File: src/rtl/relax_commit_unit_pkg.sv
// relax_commit_unit_pkg: shared constants, relaxation word layout and FSM
// state type for the Bellman-Ford relaxation commit unit.
package relax_commit_unit_pkg;

    localparam int unsigned N_NODES = 32;  // distance array depth
    localparam int unsigned IDX_W   = 5;   // vertex index width
    localparam int unsigned DIST_W  = 7;   // distance width
    localparam int unsigned EW_W    = 4;   // edge weight width
    localparam int unsigned LANES   = 4;   // words per batch
    localparam int unsigned LANE_W  = 2;   // lane counter width
    localparam int unsigned WORD_W  = 22;  // relaxation word width
    localparam int unsigned CNT_W   = 8;   // improvement counter width

    localparam logic [DIST_W-1:0] DIST_INF = '1;

    // Word layout, MSB first:
    // [21] valid, [20:17] W[i,j], [16:12] i, [11:7] j, [6:0] W[i]
    typedef struct packed {
        logic              valid;
        logic [EW_W-1:0]   w;
        logic [IDX_W-1:0]  i;
        logic [IDX_W-1:0]  j;
        logic [DIST_W-1:0] wi;
    } relax_word_t;

    typedef enum logic [1:0] {
        ST_IDLE,
        ST_INIT,
        ST_COMMIT
    } state_e;

endpackage

File: src/rtl/relax_commit_unit_calc.sv
// relax_calc: combinational evaluation of one relaxation word against the
// current distance of its destination.
//   word_i      relaxation word (valid, W[i,j], i, j, W[i])
//   cur_dist_i  current dist[j]
//   active_o    word is valid and W[i] is finite
//   cand_o      W[i,j] + W[i], saturated to DIST_INF
//   improve_o   active and cand strictly below cur_dist
module relax_calc
    import relax_commit_unit_pkg::*;
(
    input  relax_word_t        word_i,
    input  logic [DIST_W-1:0]  cur_dist_i,
    output logic               active_o,
    output logic [DIST_W-1:0]  cand_o,
    output logic               improve_o
);

    logic [DIST_W:0] sum;
    // The source index does not influence the decision.
    logic            unused_src_idx;

    assign unused_src_idx = ^word_i.i;

    always_comb begin
        sum       = {1'b0, word_i.wi} + (DIST_W + 1)'(word_i.w);
        active_o  = word_i.valid && (word_i.wi != DIST_INF);
        cand_o    = sum[DIST_W] ? DIST_INF : sum[DIST_W-1:0];
        improve_o = active_o && (cand_o < cur_dist_i);
    end

endmodule

File: src/rtl/relax_commit_unit.sv
// relax_commit_unit: accepts batches of four sorted relaxation words and
// commits improving candidate distances, one lane per cycle, into an
// internal distance array. Tracks a sticky change flag and a saturating
// improvement count for convergence detection.
//   clk, rst_n            clock, async active-low reset
//   init, src             start distance initialisation from source src
//   in_valid, in_ready    batch handshake
//   A_new..D_new          lane 0..3 words
//   round_clr             clear the change flag
//   changed, upd_count    convergence status
//   busy                  FSM not idle
//   q_idx, q_dist         registered distance query
module relax_commit_unit
    import relax_commit_unit_pkg::*;
(
    input  logic               clk,
    input  logic               rst_n,
    input  logic               init,
    input  logic [IDX_W-1:0]   src,
    input  logic               in_valid,
    output logic               in_ready,
    input  logic [WORD_W-1:0]  A_new,
    input  logic [WORD_W-1:0]  B_new,
    input  logic [WORD_W-1:0]  C_new,
    input  logic [WORD_W-1:0]  D_new,
    input  logic               round_clr,
    output logic               changed,
    output logic [CNT_W-1:0]   upd_count,
    output logic               busy,
    input  logic [IDX_W-1:0]   q_idx,
    output logic [DIST_W-1:0]  q_dist
);

    localparam logic [IDX_W-1:0]  K_LAST    = IDX_W'(N_NODES - 1);
    localparam logic [LANE_W-1:0] LANE_LAST = LANE_W'(LANES - 1);

    state_e             state_q, state_d;
    logic [IDX_W-1:0]   src_q, src_d;
    logic [IDX_W-1:0]   k_q, k_d;
    logic [LANE_W-1:0]  lane_q, lane_d;
    relax_word_t        batch_q [LANES];
    logic               batch_ld;
    logic               changed_q, changed_d;
    logic [CNT_W-1:0]   upd_q, upd_d;
    logic [DIST_W-1:0]  dist_q [N_NODES];
    logic [DIST_W-1:0]  q_dist_q;

    logic               wr_en;
    logic [IDX_W-1:0]   wr_idx;
    logic [DIST_W-1:0]  wr_data;

    relax_word_t        cur_word;
    logic [DIST_W-1:0]  cur_dist;
    logic               lane_active;
    logic [DIST_W-1:0]  cand;
    logic               improve;
    logic               j_ok;

    assign cur_word = batch_q[lane_q];
    assign cur_dist = dist_q[cur_word.j];

    relax_calc u_calc (
        .word_i     (cur_word),
        .cur_dist_i (cur_dist),
        .active_o   (lane_active),
        .cand_o     (cand),
        .improve_o  (improve)
    );

    // Destinations beyond the array are ignored; with a full index range
    // every j is legal.
    if (N_NODES >= (1 << IDX_W)) begin : g_j_full
        assign j_ok = 1'b1;
    end else begin : g_j_part
        assign j_ok = (cur_word.j < IDX_W'(N_NODES));
    end

    assign in_ready  = (state_q == ST_IDLE) && !init;
    assign busy      = (state_q != ST_IDLE);
    assign changed   = changed_q;
    assign upd_count = upd_q;
    assign q_dist    = q_dist_q;

    always_comb begin
        state_d   = state_q;
        src_d     = src_q;
        k_d       = k_q;
        lane_d    = lane_q;
        batch_ld  = 1'b0;
        changed_d = changed_q;
        upd_d     = upd_q;
        wr_en     = 1'b0;
        wr_idx    = k_q;
        wr_data   = DIST_INF;

        // An improvement later in this block overrides the clear.
        if (round_clr) begin
            changed_d = 1'b0;
        end

        unique case (state_q)
            ST_IDLE: begin
                if (in_valid) begin
                    batch_ld = 1'b1;
                    lane_d   = '0;
                    state_d  = ST_COMMIT;
                end
            end
            ST_INIT: begin
                wr_en   = 1'b1;
                wr_idx  = k_q;
                wr_data = (k_q == src_q) ? '0 : DIST_INF;
                k_d     = k_q + 1'b1;
                if (k_q == K_LAST) begin
                    state_d = ST_IDLE;
                end
            end
            ST_COMMIT: begin
                if (improve && j_ok) begin
                    wr_en     = 1'b1;
                    wr_idx    = cur_word.j;
                    wr_data   = cand;
                    changed_d = 1'b1;
                    if (upd_q != '1) begin
                        upd_d = upd_q + 1'b1;
                    end
                end
                lane_d = lane_q + 1'b1;
                if (lane_q == LANE_LAST) begin
                    state_d = ST_IDLE;
                end
            end
            default: state_d = ST_IDLE;
        endcase

        // init aborts whatever is in flight, including the current lane write.
        if (init) begin
            state_d   = ST_INIT;
            src_d     = src;
            k_d       = '0;
            batch_ld  = 1'b0;
            wr_en     = 1'b0;
            changed_d = 1'b0;
            upd_d     = '0;
        end
    end

    always_ff @(posedge clk or negedge rst_n) begin
        if (!rst_n) begin
            state_q   <= ST_IDLE;
            src_q     <= '0;
            k_q       <= '0;
            lane_q    <= '0;
            changed_q <= 1'b0;
            upd_q     <= '0;
            q_dist_q  <= DIST_INF;
            for (int unsigned l = 0; l < LANES; l++) begin
                batch_q[l] <= '0;
            end
            for (int unsigned n = 0; n < N_NODES; n++) begin
                dist_q[n] <= DIST_INF;
            end
        end else begin
            state_q   <= state_d;
            src_q     <= src_d;
            k_q       <= k_d;
            lane_q    <= lane_d;
            changed_q <= changed_d;
            upd_q     <= upd_d;
            q_dist_q  <= dist_q[q_idx];
            if (batch_ld) begin
                batch_q[0] <= A_new;
                batch_q[1] <= B_new;
                batch_q[2] <= C_new;
                batch_q[3] <= D_new;
            end
            if (wr_en) begin
                dist_q[wr_idx] <= wr_data;
            end
        end
    end

endmodule

File: config.mk
export PLATFORM = sky130hd
export DESIGN_NAME = relax_commit_unit
export DESIGN_NICKNAME = d
export VERILOG_FILES = /design/src/rtl/relax_commit_unit_pkg.sv /design/src/rtl/relax_commit_unit_calc.sv /design/src/rtl/relax_commit_unit.sv
export SDC_FILE = /design/constraint.sdc
export NUM_CORES = 1
export LEC_CHECK = 0
export CAP_MARGIN = 20
export CORE_ASPECT_RATIO = 1.2
export CORE_MARGIN = 2
export CORE_UTILIZATION = 65
export DETAILED_ROUTE_END_ITERATION = 10
export DONT_BUFFER_PORTS = 1
export GPL_TIMING_DRIVEN = 0
export PLACE_DENSITY_LB_ADDON = 0.08
export SLEW_MARGIN = 5
export SYNTH_ARGS = -nofsm -noshare
export SYNTH_HDL_FRONTEND = slang
export SYNTH_HIERARCHICAL = 1
export SYNTH_SLANG_ARGS = --single-unit
File: constraint.sdc
create_clock -name clk -period 17.09 [get_ports clk]
set_input_delay 3.418 -clock clk [delete_from_list [all_inputs] [get_ports clk]]
set_output_delay 3.418 -clock clk [all_outputs]
set_load 0.03 [all_outputs]
* Yosys cells after proc, flatten, opt, wreduce, memory -nomap -nowiden
Index checks and enable logic that the tools add are counted.
** Storage, ports and cells
- Input bits :: 103
- Word-level logic and storage cells :: 140
- Register bits :: 342
- Output and inout bits :: 18
** Operators by class
- $lt $le $gt $ge :: 6
- Mux-type cells :: 41
- Equality and inequality tests :: 11
- Reduce and logical (&&, ||, !) cells :: 15
- Add/sub/neg operators :: 4
- Bitwise operators :: 4
** Operator list (number)
- $bwmux W224 :: 1
- $bmux W7 S5 :: 2
- $mux W7 :: 8
- $bmux W22 S2 :: 1
- $mux W22 :: 2
- $demux W7 S5 :: 1
- $mux W8 :: 4
- $mux W5 :: 4
- $ge A6 B6 Y1 const B :: 3
- $not A5 Y6 :: 3
- $pmux W7 S2 :: 1
- $reduce_bool A2 Y1 :: 6
- $mux W2 :: 5
- $mux W1 :: 9
- $ne A3 B3 Y1 const B :: 3
- $add A7 B4 Y8 :: 1
- $add A8 B1 Y8 const B :: 1
- $ne A8 B8 Y1 const B :: 1
- $lt A7 B7 Y1 :: 1
- $ne A7 B7 Y1 const B :: 1
- $lt A6 B1 Y1 const B :: 1
- $pmux W2 S3 :: 1
- $reduce_and A3 Y1 :: 2
- $add A5 B1 Y5 const B :: 1
- other kinds (14) :: 18

* Depth between registers and ports, before layout
- Word-level depth :: 18
- Gate-level depth with buffers :: 22
- Mapped depth without buffers :: 16

* Hierarchy
The synthesis kept the hierarchy.
** Modules (own cells, without submodules)
- relax_commit_unit :: cells an instance 1222, area an instance 17828.3 um^2, times used 1
- relax_calc :: cells an instance 55, area an instance 411.6 um^2, times used 1

* Worst setup path before layout
OpenSTA, ideal clock, no wires.
- Path kind :: input port to output port
- Start point :: input init
- End point :: output in_ready
- Stages :: 1
- Data arrival time :: 3861 ps
- Setup slack :: 9811 ps
- Cell sequence :: nor2_1
** Between the ends
- Cells in the longest elaborated chain, start to end :: 2
** RTL lines
- start, declared :: RTL line relax_commit_unit.sv:18 : input logic init,
- $logic_not A1 Y1 :: RTL line relax_commit_unit.sv:78 : assign in_ready = (state_q == ST_IDLE) && !init;
- $logic_and A1 B1 Y1 :: RTL line relax_commit_unit.sv:78
- end, declared :: RTL line relax_commit_unit.sv:21 : output logic in_ready,
No other way between the ends.

* Worst setup path after layout
Ends and elaborated chain as after synthesis.

==> results.md <==
Timing:
- Static timing analysis puts the maximum clock frequency at 0.1370 GHz.
- The final number of hold-violating endpoints is 0.
- The total negative slack for setup checks is 0 ns.
- Of the available clock period, the critical path in the final layout requires a little over two fifths.
- Between clock sinks in the finished design, the worst skew comes to between 0.01 and 0.015 ns.
- The final critical-path required period is 7.298 ns.
- The final count of negative-setup-slack endpoints is 0.
- The number of pins exceeding their max-slew limit in the final report is 0.
- Across all hold checks on the routed design, the worst slack comes to 0.4982 ns.
- The remaining max-slew budget at the tightest pin is 35.28%.
- Setup repair after global routing left no endpoint under its margin.
- For the pin with the worst max-slew slack, the measured transition is 0.9672 ns.

Place:
- Routability-driven placement finished with a final weighted congestion of 0.9629.
- The placement-stage cell area is 0.01782 mm².
- After legalization and detailed placement, the total HPWL measured 33210 µm.
- Including well taps, the total number of placed cells is about 1600.
- The number of buffers inserted by port buffering is 0.

Worst setup path:
- The endpoint identified for the worst register-to-register timing path is dist_q[87].
- The gate family responsible for the most delay along the worst path is simple AND/OR/NAND/NOR gates.
- In this run the number of cells on the critical path is 1.
- The delay of the slowest cell on the worst path is 0.46 ns.
- The worst setup path is captured at an output port.
- The critical path is of the input port to output port type.
- The signal on the critical path passes through nor2_1.
- The end of the critical path is in_ready.
- Across all register-to-register paths, the minimum setup slack is between 10 and 15 ns.
- The critical register-to-register path startpoint is lane_q[1].
- The endpoint required time on the critical path is 13.67 ns.
- STA classifies the critical path startpoint as an input port.
- The length in cells of the worst reg-to-reg path is 20.
- The maximum fanout count along the critical path is 5.
- The critical path launch point is init.
- For the worst setup path, the data arrival time is 3.88 ns.
- The buffers plus inverters on the worst setup path is 0.
- The slowest library cell on the worst path is nor2_1.

Status:
- The flow ran to the end, and the final reports show no timing, DRC or antenna violations.

Floorplan:
- The number of I/O pins is 121.
- The area of the core region is 0.02635 mm².
- The floorplan die height is 183.2 µm.
- In this run the core area contains 65 standard-cell rows.
- The chip width is 153.4 µm.
- The die area is 0.02810 mm².
- The initial core utilization is 66.04%.

Clock network:
- The number of buffers added by the clock tree synthesis step is 35.
- Once the clock tree was built, the setup fixing pass inserted 0 buffers.
- The insertion delay to the later sink of the worst-skew pair is 0.51 ns.
- Post-CTS repair changed the size of 0 cells.
- CTS built an H-tree with a depth of 2.
- Buffers inserted to repair hold after CTS numbered 0.
- The deepest clock path buffer count is 3.
- TritonCTS built the clock tree.
- The number of clock sinks is 322.
- The root buffer cell chosen for the clock tree is clkbuf_16.
- After clock tree synthesis, the clock-pin slew on the worst setup and hold paths is 0.06 ns.

Global route:
- Entering global routing, the biggest net connects 323 pins.
- The first global-routing pass estimated approximately 72000 µm of wire.
- The via count of the first global-routing pass is around 12000.
- The global-route usage over all layers is 34.10%.
- The initial antenna violation count came to 0.
- The total congestion overflow is 0.

Finish:
- The post-layout net count is 1391.
- Leaving out fill and tap cells, the most frequent cells in the layout are mux2_2, dfstp_2, mux2i_1.
- Of the cells placed in the final design, the portion with a size suffix greater than 1 is 56.81%.
- The filler cell count is 1810.
- The area growth from synthesis to final layout is 8.901%.
- In the final layout, the multi-input gates occupy 0.008591 mm².
- The flip-flop and latch area is 0.008347 mm².
- The count of non-filler cells in the finished layout is 1628.
- The library cell used most frequently in the layout, excluding fill and tap cells, is mux2_2.
- The final design area excluding fillers is about 0.019 mm².

Pwr:
- Combinational logic burns 42.4% of the power.
- Summed over all cells, the static leakage comes to around 7.7 nW.
- In this run switching power makes up 38.59% of total power.
- The reported net switching power is 1.224 mW.
- In this run, the clock network consumes 23.5% of the power.
- IR analysis of the VDD net gives a maximum drop of 119.5 µV.
- Of the total power, registers draw 34.1%.
- The internal power component is 1.948 mW.
- The areal power density over the cells is roughly 170 mW/mm².

Route:
- The post-detailed-route via-to-cell ratio is 6.933.
- In the routed design, unresolved DRC markers number 0.
- In the final routed layout, each cell accounts on average for 28.96 µm.
- The via count of the routed design is 11287.
- The detailed router finished its first iteration with 869 violations.
- Before antenna repair, the detailed router went through 5 iterations.
- The final layout contains routed wiring with a total length of 47140 µm.
- In this run the remaining antenna-violating nets after routing total 0.

Flow run:
- The tool flagged a number of max-cap violations equal to 0.

Logic synthesis:
- The number of nets in the synthesized netlist is 1353.
- The Yosys step of the flow raised 6 warnings.
- The instance count of the mapped netlist is about 1200.
- The cell area after technology mapping is 0.01740 mm².
- The mean instance size in the synthesized netlist is 14.12 µm².

Hold path:
- In this run the worst hold path is classified as flop to flop.
worst min path at each step:
stage                     start     endpoint  slack (ns)  depth (start not counted)
global placement     batch_q[0]   batch_q[0]        0.48                          1
finish              batch_q[23]  batch_q[23]        0.50                          1
CTS                 batch_q[23]  batch_q[23]        0.50                          1
global route         batch_q[2]   batch_q[2]        0.52                          1
floorplan           batch_q[22]  batch_q[22]        0.47                          1
detailed placement  batch_q[23]  batch_q[23]        0.49                          1
metal layers:
metal	up-vias	wire length [µm]	track usage, %
met3	159	3980	6.994
li1	4718	-	-
met5	-	0	0
met2	563	23160	56.30
met1	5847	17380	43.71
met4	0	2618	15.96
flip-flops by register name (all words and copies together) (netlist names):
signal / flops
changed: 1
state_q: 2
dist_q: 224
src_q: 5
upd_count: 8
lane_q: 2
k_q: 5
q_dist: 7
batch_q: 68
power by group through the flow:
| stage | clock network [mW] | registers (mW) | logic (mW) |
|---|---|---|---|
| finish | 0.746 | 1.08 | 1.34 |
| global placement | 0 | 1.08 | 1.28 |
| global route | 0.784 | 1.10 | 1.42 |
| CTS | 0.751 | 1.08 | 1.32 |
| floorplan | 0 | 1.05 | 0.922 |
| detailed placement | 0 | 1.09 | 1.31 |
per-stage QoR:
step / utilization, % / power (mW) / worst slack [ns]
CTS: 71.87 / 3.145 / 9.790
detailed placement: 67.63 / 2.395 / 9.790
floorplan: - / 1.972 / 9.811
global route: 71.91 / 3.305 / 9.789
global placement: 67.63 / 2.358 / 9.796
finish: 71.92 / 3.172 / 9.792
final cells by class:
type	count	share of cell area, %
sequential	322	44.04
buffer	88	2.073
clock buffer	58	5.731
inverter	19	0.3763
tap	335	2.212
multi-input combinational	803	45.33
timing repair buffer	1	0.05942
clock inverter	1	0.1585
antenna	1	0.01320
Note: power is estimated with default switching activity, not from simulation.
